===== config.mk =====
export PLATFORM = sky130hd
export DESIGN_NAME = lza_normalizer
export DESIGN_NICKNAME = d
export VERILOG_FILES = /design/src/rtl/lza_normalizer.sv
export SDC_FILE = /design/constraint.sdc
export NUM_CORES = 1
export LEC_CHECK = 0
export ABC_AREA = 0
export BUFFER_PORTS_ARGS = -buffer_cell sky130_fd_sc_hd__clkbuf_2
export CAP_MARGIN = 20
export CORE_ASPECT_RATIO = 0.9
export CORE_MARGIN = 2
export CORE_UTILIZATION = 53
export CTS_BUF_LIST = sky130_fd_sc_hd__clkbuf_16
export CTS_CLUSTER_SIZE = 12
export DETAILED_ROUTE_END_ITERATION = 8
export GPL_TIMING_DRIVEN = 0
export PLACE_DENSITY = 0.86
export SLEW_MARGIN = 10
export SYNTH_ARGS = -nofsm -noshare
export SYNTH_HDL_FRONTEND = slang
export SYNTH_SLANG_ARGS = --single-unit
export TNS_END_PERCENT = 1

===== constraint.sdc =====
create_clock -name clk -period 13.9 [get_ports clk]
set_clock_uncertainty 0.05 [all_clocks]
set_input_delay 1.39 -clock clk [delete_from_list [all_inputs] [get_ports clk]]
set_output_delay 1.39 -clock clk [all_outputs]
set_load 0.02 [all_outputs]

===== src/rtl/lza_normalizer.sv =====
// Leading-zero-anticipation normalizer: two-stage valid/ready pipeline that turns an adder magnitude
// plus LZA indicator into a normalized mantissa and exponent. Define LZA_NORM_CHECK_EN to add the LZA error checker.
module lza_normalizer #(
    parameter  int LEN   = 24,
    parameter  int EXP_W = 8,
    localparam int SHW   = $clog2(LEN)
) (
    input  logic             clk,
    input  logic             rst_n,
    input  logic             in_valid,
    output logic             in_ready,
    input  logic [LEN-1:0]   in_mant,
    input  logic [LEN-1:0]   in_lza,
    input  logic [EXP_W-1:0] in_exp,
    output logic             out_valid,
    input  logic             out_ready,
    output logic [LEN-1:0]   out_mant,
    output logic [EXP_W-1:0] out_exp,
    output logic [SHW:0]     out_shamt,
    output logic             out_zero,
    output logic             out_denorm,
    output logic             out_lza_err
);

    // Common width for comparing the exponent against the shift count.
    localparam int CW = (EXP_W > SHW + 1) ? EXP_W : SHW + 1;

    // Zeros above the highest set bit; LEN when the vector is all zero.
    function automatic logic [SHW:0] lead_zeros(input logic [LEN-1:0] v);
        logic [SHW:0] n;
        logic         found;
        n     = (SHW+1)'(LEN);
        found = 1'b0;
        for (int i = LEN - 1; i >= 0; i--) begin
            if (!found && v[i]) begin
                n     = (SHW+1)'(LEN - 1 - i);
                found = 1'b1;
            end
        end
        return n;
    endfunction

    logic             s1_valid_q;
    logic [SHW-1:0]   s1_sc_q;
    logic [LEN-1:0]   s1_mant_q;
    logic [EXP_W-1:0] s1_exp_q;
    logic             s1_zero_q;

    logic             s2_valid_q;
    logic [LEN-1:0]   out_mant_q;
    logic [EXP_W-1:0] out_exp_q;
    logic [SHW:0]     out_shamt_q;
    logic             out_zero_q;
    logic             out_denorm_q;

    logic             s1_adv;
    logic [SHW-1:0]   sc_d;

    logic [LEN-1:0]   tmp;
    logic             corr;
    logic [SHW:0]     s;
    logic [EXP_W-1:0] d_exp;
    logic [LEN-1:0]   out_mant_d;
    logic [EXP_W-1:0] out_exp_d;
    logic [SHW:0]     out_shamt_d;
    logic             out_zero_d;
    logic             out_denorm_d;

    assign s1_adv   = !s2_valid_q || out_ready;
    assign in_ready = !s1_valid_q || s1_adv;

    always_comb begin
        sc_d = (in_lza == '0) ? SHW'(LEN - 1) : SHW'(lead_zeros(in_lza));
    end

    // The LZA may under-predict by one; the top bit of the trial shift tells us.
    always_comb begin
        tmp          = s1_mant_q << s1_sc_q;
        corr         = ~tmp[LEN-1];
        s            = {1'b0, s1_sc_q} + (SHW+1)'(corr);
        d_exp        = (s1_exp_q == '0) ? '0 : s1_exp_q - EXP_W'(1);
        out_mant_d   = '0;
        out_exp_d    = '0;
        out_shamt_d  = '0;
        out_zero_d   = 1'b0;
        out_denorm_d = 1'b0;
        if (s1_zero_q) begin
            out_zero_d = 1'b1;
        end else if (CW'(s1_exp_q) > CW'(s)) begin
            out_mant_d  = corr ? (tmp << 1) : tmp;
            out_exp_d   = s1_exp_q - EXP_W'(s);
            out_shamt_d = s;
        end else begin
            out_mant_d   = s1_mant_q << d_exp;
            out_shamt_d  = (SHW+1)'(d_exp);
            out_denorm_d = 1'b1;
        end
    end

    always_ff @(posedge clk or negedge rst_n) begin
        if (!rst_n) begin
            s1_valid_q <= 1'b0;
            s1_sc_q    <= '0;
            s1_mant_q  <= '0;
            s1_exp_q   <= '0;
            s1_zero_q  <= 1'b0;
        end else if (in_ready) begin
            s1_valid_q <= in_valid;
            if (in_valid) begin
                s1_sc_q   <= sc_d;
                s1_mant_q <= in_mant;
                s1_exp_q  <= in_exp;
                s1_zero_q <= (in_mant == '0);
            end
        end
    end

    always_ff @(posedge clk or negedge rst_n) begin
        if (!rst_n) begin
            s2_valid_q   <= 1'b0;
            out_mant_q   <= '0;
            out_exp_q    <= '0;
            out_shamt_q  <= '0;
            out_zero_q   <= 1'b0;
            out_denorm_q <= 1'b0;
        end else if (s1_adv) begin
            s2_valid_q <= s1_valid_q;
            if (s1_valid_q) begin
                out_mant_q   <= out_mant_d;
                out_exp_q    <= out_exp_d;
                out_shamt_q  <= out_shamt_d;
                out_zero_q   <= out_zero_d;
                out_denorm_q <= out_denorm_d;
            end
        end
    end

    assign out_valid  = s2_valid_q;
    assign out_mant   = out_mant_q;
    assign out_exp    = out_exp_q;
    assign out_shamt  = out_shamt_q;
    assign out_zero   = out_zero_q;
    assign out_denorm = out_denorm_q;

`ifdef LZA_NORM_CHECK_EN
    logic [SHW:0] s1_lzc_q;
    logic         out_lza_err_q;
    logic [SHW:0] sc_ext;
    logic         lza_err_d;

    // A correct prediction lands on the exact count or one short of it.
    always_comb begin
        sc_ext    = {1'b0, s1_sc_q};
        lza_err_d = !s1_zero_q && (s1_lzc_q != sc_ext) && (s1_lzc_q != sc_ext + (SHW+1)'(1));
    end

    always_ff @(posedge clk or negedge rst_n) begin
        if (!rst_n) begin
            s1_lzc_q      <= '0;
            out_lza_err_q <= 1'b0;
        end else begin
            if (in_ready && in_valid) begin
                s1_lzc_q <= lead_zeros(in_mant);
            end
            if (s1_adv && s1_valid_q) begin
                out_lza_err_q <= lza_err_d;
            end
        end
    end

    assign out_lza_err = out_lza_err_q;

`ifndef SYNTHESIS
    always_ff @(posedge clk) begin
        if (rst_n && out_valid && out_lza_err) begin
            $error("lza_normalizer: LZA prediction error, mant=%h shamt=%0d", out_mant, out_shamt);
        end
    end
`endif
`else
    assign out_lza_err = 1'b0;
`endif

endmodule


# [Word-level counts from Yosys, hierarchy flattened]
# Index checks and enable logic that the tools add are counted.
[op_classes] shift=2 n_mux=59 bitwise=1 n_reduce_logical=55 magnitude_cmp=1 addsub=3
[ops] cell="5-bit two-way mux" n=25
[ops] cell="24-bit two-way mux" n=3
[ops] cell="24-bit zero test" n=2
[ops] cell="1-bit two-way mux" n=26
[ops] cell="1-bit zero test" n=25
[ops] cell="8-bit two-way mux" n=3
[ops] cell="24-bit by 5-bit << shifter with 24-bit output" n=1
[ops] cell="24-bit by 8-bit << shifter with 24-bit output" n=1
[ops] cell="1-bit logical AND" n=23
[ops] cell="6-bit two-way mux" n=2
[ops] cell="8-bit by 6-bit > comparator with 1-bit output" n=1
[ops] cell="8-bit zero test" n=1
[ops] cell="8-bit by 1-bit subtractor with 8-bit output (second input constant)" n=1
[ops] cell="8-bit by 6-bit subtractor with 8-bit output" n=1
[ops] cell="5-bit by 1-bit adder with 6-bit output" n=1
[ops] cell="2-bit AND reduction" n=2
[ops] cell="1-bit logical OR" n=2
[ops] cell="1-bit inverter" n=1
[totals] input_bits=60 out_inout_bits=43 regBits=80

# [Longest topological paths before layout]
[depth] word_depth=71 ltp_mapped=21 ltp_nobuf=17

# [Least setup slack after synthesis]
# Ideal clock, no wire load.
[synth_timing] path_kind="register -> register" from="reg s1_sc_q[1]" to="reg out_mant_q[16] (netlist: out_mant[16])" period_less_slack_ns=4.437 t_arrival_ns=4.300 setup_ns=0.087 setup_slack_ns=9.463 stages_incl_launch_ff=22 path_cell_list="dfrtp_1 -> buf_6 -> buf_12 -> mux4_2 -> mux2i_4 -> nor2_1 -> or3_1 -> buf_6 -> clkinv_8 -> buf_12 -> ha_1 -> ha_1 -> nand3_1 -> xor2_1 -> ha_1 -> o21ai_0 -> o21ai_0 -> a21oi_1 -> nor2_1 -> clkbuf_1 -> o211ai_1 -> a22oi_1"
[synth_between] elab_chain_cells=6 elab_cells_between_ends=7
[synth_lines] item="start: declaration" line="44" text="logic [SHW-1:0] s1_sc_q;"
[synth_lines] item="start signal: assignment" line="103" text="s1_sc_q <= '0;"
[synth_lines] item="start signal: assignment" line="110" text="s1_sc_q <= sc_d;"
[synth_lines] item="24-bit by 5-bit << shifter with 24-bit output" line="78" text="tmp = s1_mant_q << s1_sc_q;"
[synth_lines] item="1-bit inverter" line="79" text="corr = ~tmp[LEN-1];"
[synth_lines] item="5-bit by 1-bit adder with 6-bit output" line="80" text="s = {1'b0, s1_sc_q} + (SHW+1)'(corr);"
[synth_lines] item="8-bit by 6-bit > comparator with 1-bit output" line="89" text="end else if (CW'(s1_exp_q) > CW'(s)) begin"
[synth_lines] item="24-bit two-way mux (*)" line="89"
[synth_lines] item="24-bit two-way mux (*)" line="87" text="if (s1_zero_q) begin"
[synth_lines] item="end signal: assignment" line="129" text="out_mant_q <= out_mant_d;"
[synth_lines] item="end: declaration" line="50" text="logic [LEN-1:0] out_mant_q;"
# Mark *: on every way between the ends. The rest lies on a longest branch, timed or not.
# A chain may end at the register's enable or synchronous reset.

# [Final worst setup path]
# Same ends and word-level chain as after synthesis.

==> reports/metrics.cfg <==
[critical_path]
worst_r2r_endpoint=out_mant[16]$_DFFE_PN0P_
worst_r2r_path_depth=21
worst_setup_path_start_kind=flop
critical_path.reg2reg.startpoint=s1_sc_q[1]$_DFFE_PN0P_
required_ns=14.12
setup.worst_path.end_class=flop
setup.worst_path.class=flop to flop
timing.reg2reg.setup_slack_ns=8.22
worstPathArrival_ns=5.90
critical_path_peak_fanout=10

[layout]
final_net_count=951
final_non_filler_cell_area_um2=7890
antenna_cells_inserted=0
areaGrowthSynthToFinish_pct=14.53
drive_above_1_share=0.2407

[power_and_ir_drop]
part_of_the_total_power_dissipated_in_sequential_elements=0.280
power_switching_share=0.4532
share_comb_of_total_power=0.540
max-vdd-ir-drop_uv=102.7
total_power_consumption_mw=1.205
powerDensity_nw_per_um2=152.7
power.net_switching_mw=0.5462
intPower_mw=0.6589
pwr-share-clk=0.180
leakage_power_nw=3.348

[timing]
finalSetupTns_ns=0
finalWorstSetupSlack_ns=8.223
final_max_slew_viol_count=0
timing.max_slew.rel_slack=0.3971
fmax_mhz=176.1
slew_at_the_pin_closest_to_its_max_slew_limit_ns=0.9044
finalHoldViolCount=0
final_period_minus_worst_setup_slack_ns=5.677
final.period_utilization=0.4084
setup_viol_count_final=0
grt_setup_unrepaired=no

[min_path]
hold-path-endpoint=out_mant[3]$_DFFE_PN0P_
hold_path_depth=1
worstHoldPathType=flop to flop
timing.hold.worst.start=out_mant[3]$_DFFE_PN0P_

[grt]
antenna_violations_before_repair=0
wire_length_of_the_first_global_routing_pass_mm=36.18
grt_max_degree=49
grt_pass1_vias=6566
globalRouteTotalUtil=0.3378
gr-total-overflow=0

[synthesis]
ys_types=78
yosysWarnings=0
netlist_instances=768
synth-seq-cells=80
netlist_top_cells_area=sky130_fd_sc_hd__dfrtp_1 (29%), sky130_fd_sc_hd__mux2_2 (8.5%), sky130_fd_sc_hd__mux2i_1 (6.4%)
number_of_enable_flip_flop_cells_after_synthesis=0
synth_top_cells_by_count=sky130_fd_sc_hd__dfrtp_1 (80), sky130_fd_sc_hd__nand2_1 (74), sky130_fd_sc_hd__nor2_1 (70)
syn-cell-area_um2=6889
synth.most_common_cell=sky130_fd_sc_hd__dfrtp_1
synth_top_cell_area_share=0.2906
avgSynthCellArea_um2=8.970
postSynthNetCount=839
synth_area_leader_cell=sky130_fd_sc_hd__dfrtp_1
postSynth.topFlopCell=sky130_fd_sc_hd__dfrtp_1
async_flop_share=1.000
sequential_area_share_after_synthesis=0.2906

[detailed_routing]
routed-wl-met2_mm=9.786
vias_per_cell=6.844
dr.max_layer_used=met4
dr.first_iter.drc_count=1288
met3_length_mm=3.016
drc=0
route.layer.met1.wl_mm=9.568
detail_route.wl_per_cell_um=22.02
vias=7179
detailedRoute.firstPassIterationCount=6
route.antenna.remaining_nets=0
drt_wl_total_mm=23.10

[floorplan]
die_height_um=112.2
die_area_um2=13930
fp.coreArea_um2=12690
die_w_um=124.2
row_count=39
io-pin-count=103
initial_utilization=0.5430

[clocking]
clock_latency_ns=0.35
ctsHoldBuffers=0
numCtsBuffers=9
cts_root_buf=sky130_fd_sc_hd__clkbuf_16
cts_tree=done
clock_tree.htree_level_count=3
post-cts-setup-buffers=0
clkTransAtPathRegs_ns=0.06
max-clock-path-buffers=2
post_cts_resized=0
clock-sinks=80

[placed_design]
hpwl_mm=17.61
globalplace.congestion=1.001
dpl-instance-area_um2=7625
dp_worst_setup_slack_ns=8.406
port_buffers=100

[run]
cap_violations=0

[status]
status=completed

## kinds of logic (layout without fill, tap and decap cells)
| kind of cell | after synthesis | in the layout | synth area share |
|---|---|---|---|
| AO/OA/AOI/OAI | 233 | 233 | 0.2368 |
| AND/OR/NAND/NOR | 233 | 233 | 0.1615 |
| multiplexers | 119 | 119 | 0.2221 |
| buffers and inverters | 82 | 199 | 0.05594 |
| flip-flops | 80 | 80 | 0.2906 |
| adder cells (fa/ha/maj) | 11 | 11 | 0.02107 |
| XOR/XNOR | 9 | 9 | 0.01144 |
| other | 1 | 1 | 0.0005443 |
## cells in the final DEF, fill, tap and decap left out, types with 9 or more instances in the layout
master	synthesis	final
sky130_fd_sc_hd__clkbuf_2	0	99
sky130_fd_sc_hd__dfrtp_1	80	80
sky130_fd_sc_hd__nand2_1	74	74
sky130_fd_sc_hd__nor2_1	70	70
sky130_fd_sc_hd__mux2_2	52	52
sky130_fd_sc_hd__mux2i_1	44	44
sky130_fd_sc_hd__clkbuf_1	43	43
sky130_fd_sc_hd__o21ai_0	43	43
sky130_fd_sc_hd__a21oi_1	33	33
sky130_fd_sc_hd__o22ai_1	26	26
sky130_fd_sc_hd__mux4_2	19	19
sky130_fd_sc_hd__nor3_1	17	17
sky130_fd_sc_hd__inv_1	15	16
sky130_fd_sc_hd__nand2b_1	15	15
sky130_fd_sc_hd__a2bb2oi_1	14	14
sky130_fd_sc_hd__o31ai_1	13	13
sky130_fd_sc_hd__a32oi_1	10	10
sky130_fd_sc_hd__ha_1	10	10
sky130_fd_sc_hd__nand3_1	9	9
sky130_fd_sc_hd__a211oi_1	9	9
sky130_fd_sc_hd__o211ai_1	9	9
sky130_fd_sc_hd__clkbuf_16	0	9
## stage by stage
step | instances | util | hold WS, ns
5_1_grt | 1049 | 0.6219 | 0.4617
3_5_place_dp | 1033 | 0.6010 | 0.4182
3_3_place_gp | 1032 | 0.5986 | 0.4129
4_1_cts | 1049 | 0.6219 | 0.4312
6_report | 1049 | 0.6219 | 0.4253
2_1_floorplan | 768 | - | 0.4296
## flip-flops by register name, indices dropped and copies added (netlist names)
register	cells
s1_zero_q	1
out_denorm	1
out_exp	8
s1_valid_q	1
out_shamt	6
out_zero	1
s1_mant_q	24
s1_exp_q	8
out_valid	1
s1_sc_q	5
out_mant	24
## area by class of cell
class                   count  area [um2]
clock inverters             7       40.04
well taps                 164       205.2
clock buffers               9       225.2
fillers                  1135        4797
repair buffers            101       530.5
inverters                  17       76.32
flip-flops and latches     80        2002
multi-input cells         606        4502
plain buffers              65       309.0
## layer usage
metal  up-vias  track usage
met4         0       0.1094
li1       3154            -
met1      3408       0.4938
met3        65      0.08791
met5         -            0
met2       552       0.4878
## critical path: stages (launching register included)
cell and delay, ns:
sky130_fd_sc_hd__dfrtp_1 0.45, sky130_fd_sc_hd__buf_6 0.18, sky130_fd_sc_hd__buf_12 0.14, sky130_fd_sc_hd__mux4_2 0.54, sky130_fd_sc_hd__mux2i_2 0.28, sky130_fd_sc_hd__nor2_1 0.08, sky130_fd_sc_hd__or3_1 0.33, sky130_fd_sc_hd__buf_6 0.16
sky130_fd_sc_hd__clkinv_8 0.07, sky130_fd_sc_hd__buf_12 0.12, sky130_fd_sc_hd__ha_1 0.19, sky130_fd_sc_hd__ha_1 0.20, sky130_fd_sc_hd__nand3_1 0.10, sky130_fd_sc_hd__xor2_1 0.19, sky130_fd_sc_hd__ha_1 0.40, sky130_fd_sc_hd__o21ai_0 0.14
sky130_fd_sc_hd__o21ai_0 0.32, sky130_fd_sc_hd__a21oi_1 0.26, sky130_fd_sc_hd__nor2_1 0.52, sky130_fd_sc_hd__clkbuf_1 0.47, sky130_fd_sc_hd__o211ai_1 0.20, sky130_fd_sc_hd__a22oi_1 0.19
## power by group through the flow
stage	Sequential, mW	Combinational [mW]	Clock [mW]
final	0.337	0.651	0.217
after global routing	0.343	0.693	0.227
after CTS	0.336	0.630	0.219
after detailed placement	0.340	0.626	0
after global placement	0.336	0.618	0
after floorplan	0.378	0.389	0
## worst max-delay path by stage
| stage | cells past startpoint | slack [ns] | endpoint | start |
|---|---|---|---|---|
| 3_3_place_gp | 21 | 8.45 | out_mant[16]$_DFFE_PN0P_ | s1_sc_q[1]$_DFFE_PN0P_ |
| 2_1_floorplan | 21 | 9.46 | out_mant[16]$_DFFE_PN0P_ | s1_sc_q[1]$_DFFE_PN0P_ |
| 3_5_place_dp | 21 | 8.41 | out_mant[16]$_DFFE_PN0P_ | s1_sc_q[1]$_DFFE_PN0P_ |
| 5_1_grt | 21 | 8.00 | out_mant[16]$_DFFE_PN0P_ | s1_sc_q[1]$_DFFE_PN0P_ |
| 4_1_cts | 21 | 8.38 | out_mant[16]$_DFFE_PN0P_ | s1_sc_q[1]$_DFFE_PN0P_ |
| 6_report | 21 | 8.22 | out_mant[16]$_DFFE_PN0P_ | s1_sc_q[1]$_DFFE_PN0P_ |
No activity file was read; power rests on OpenSTA's default activity.
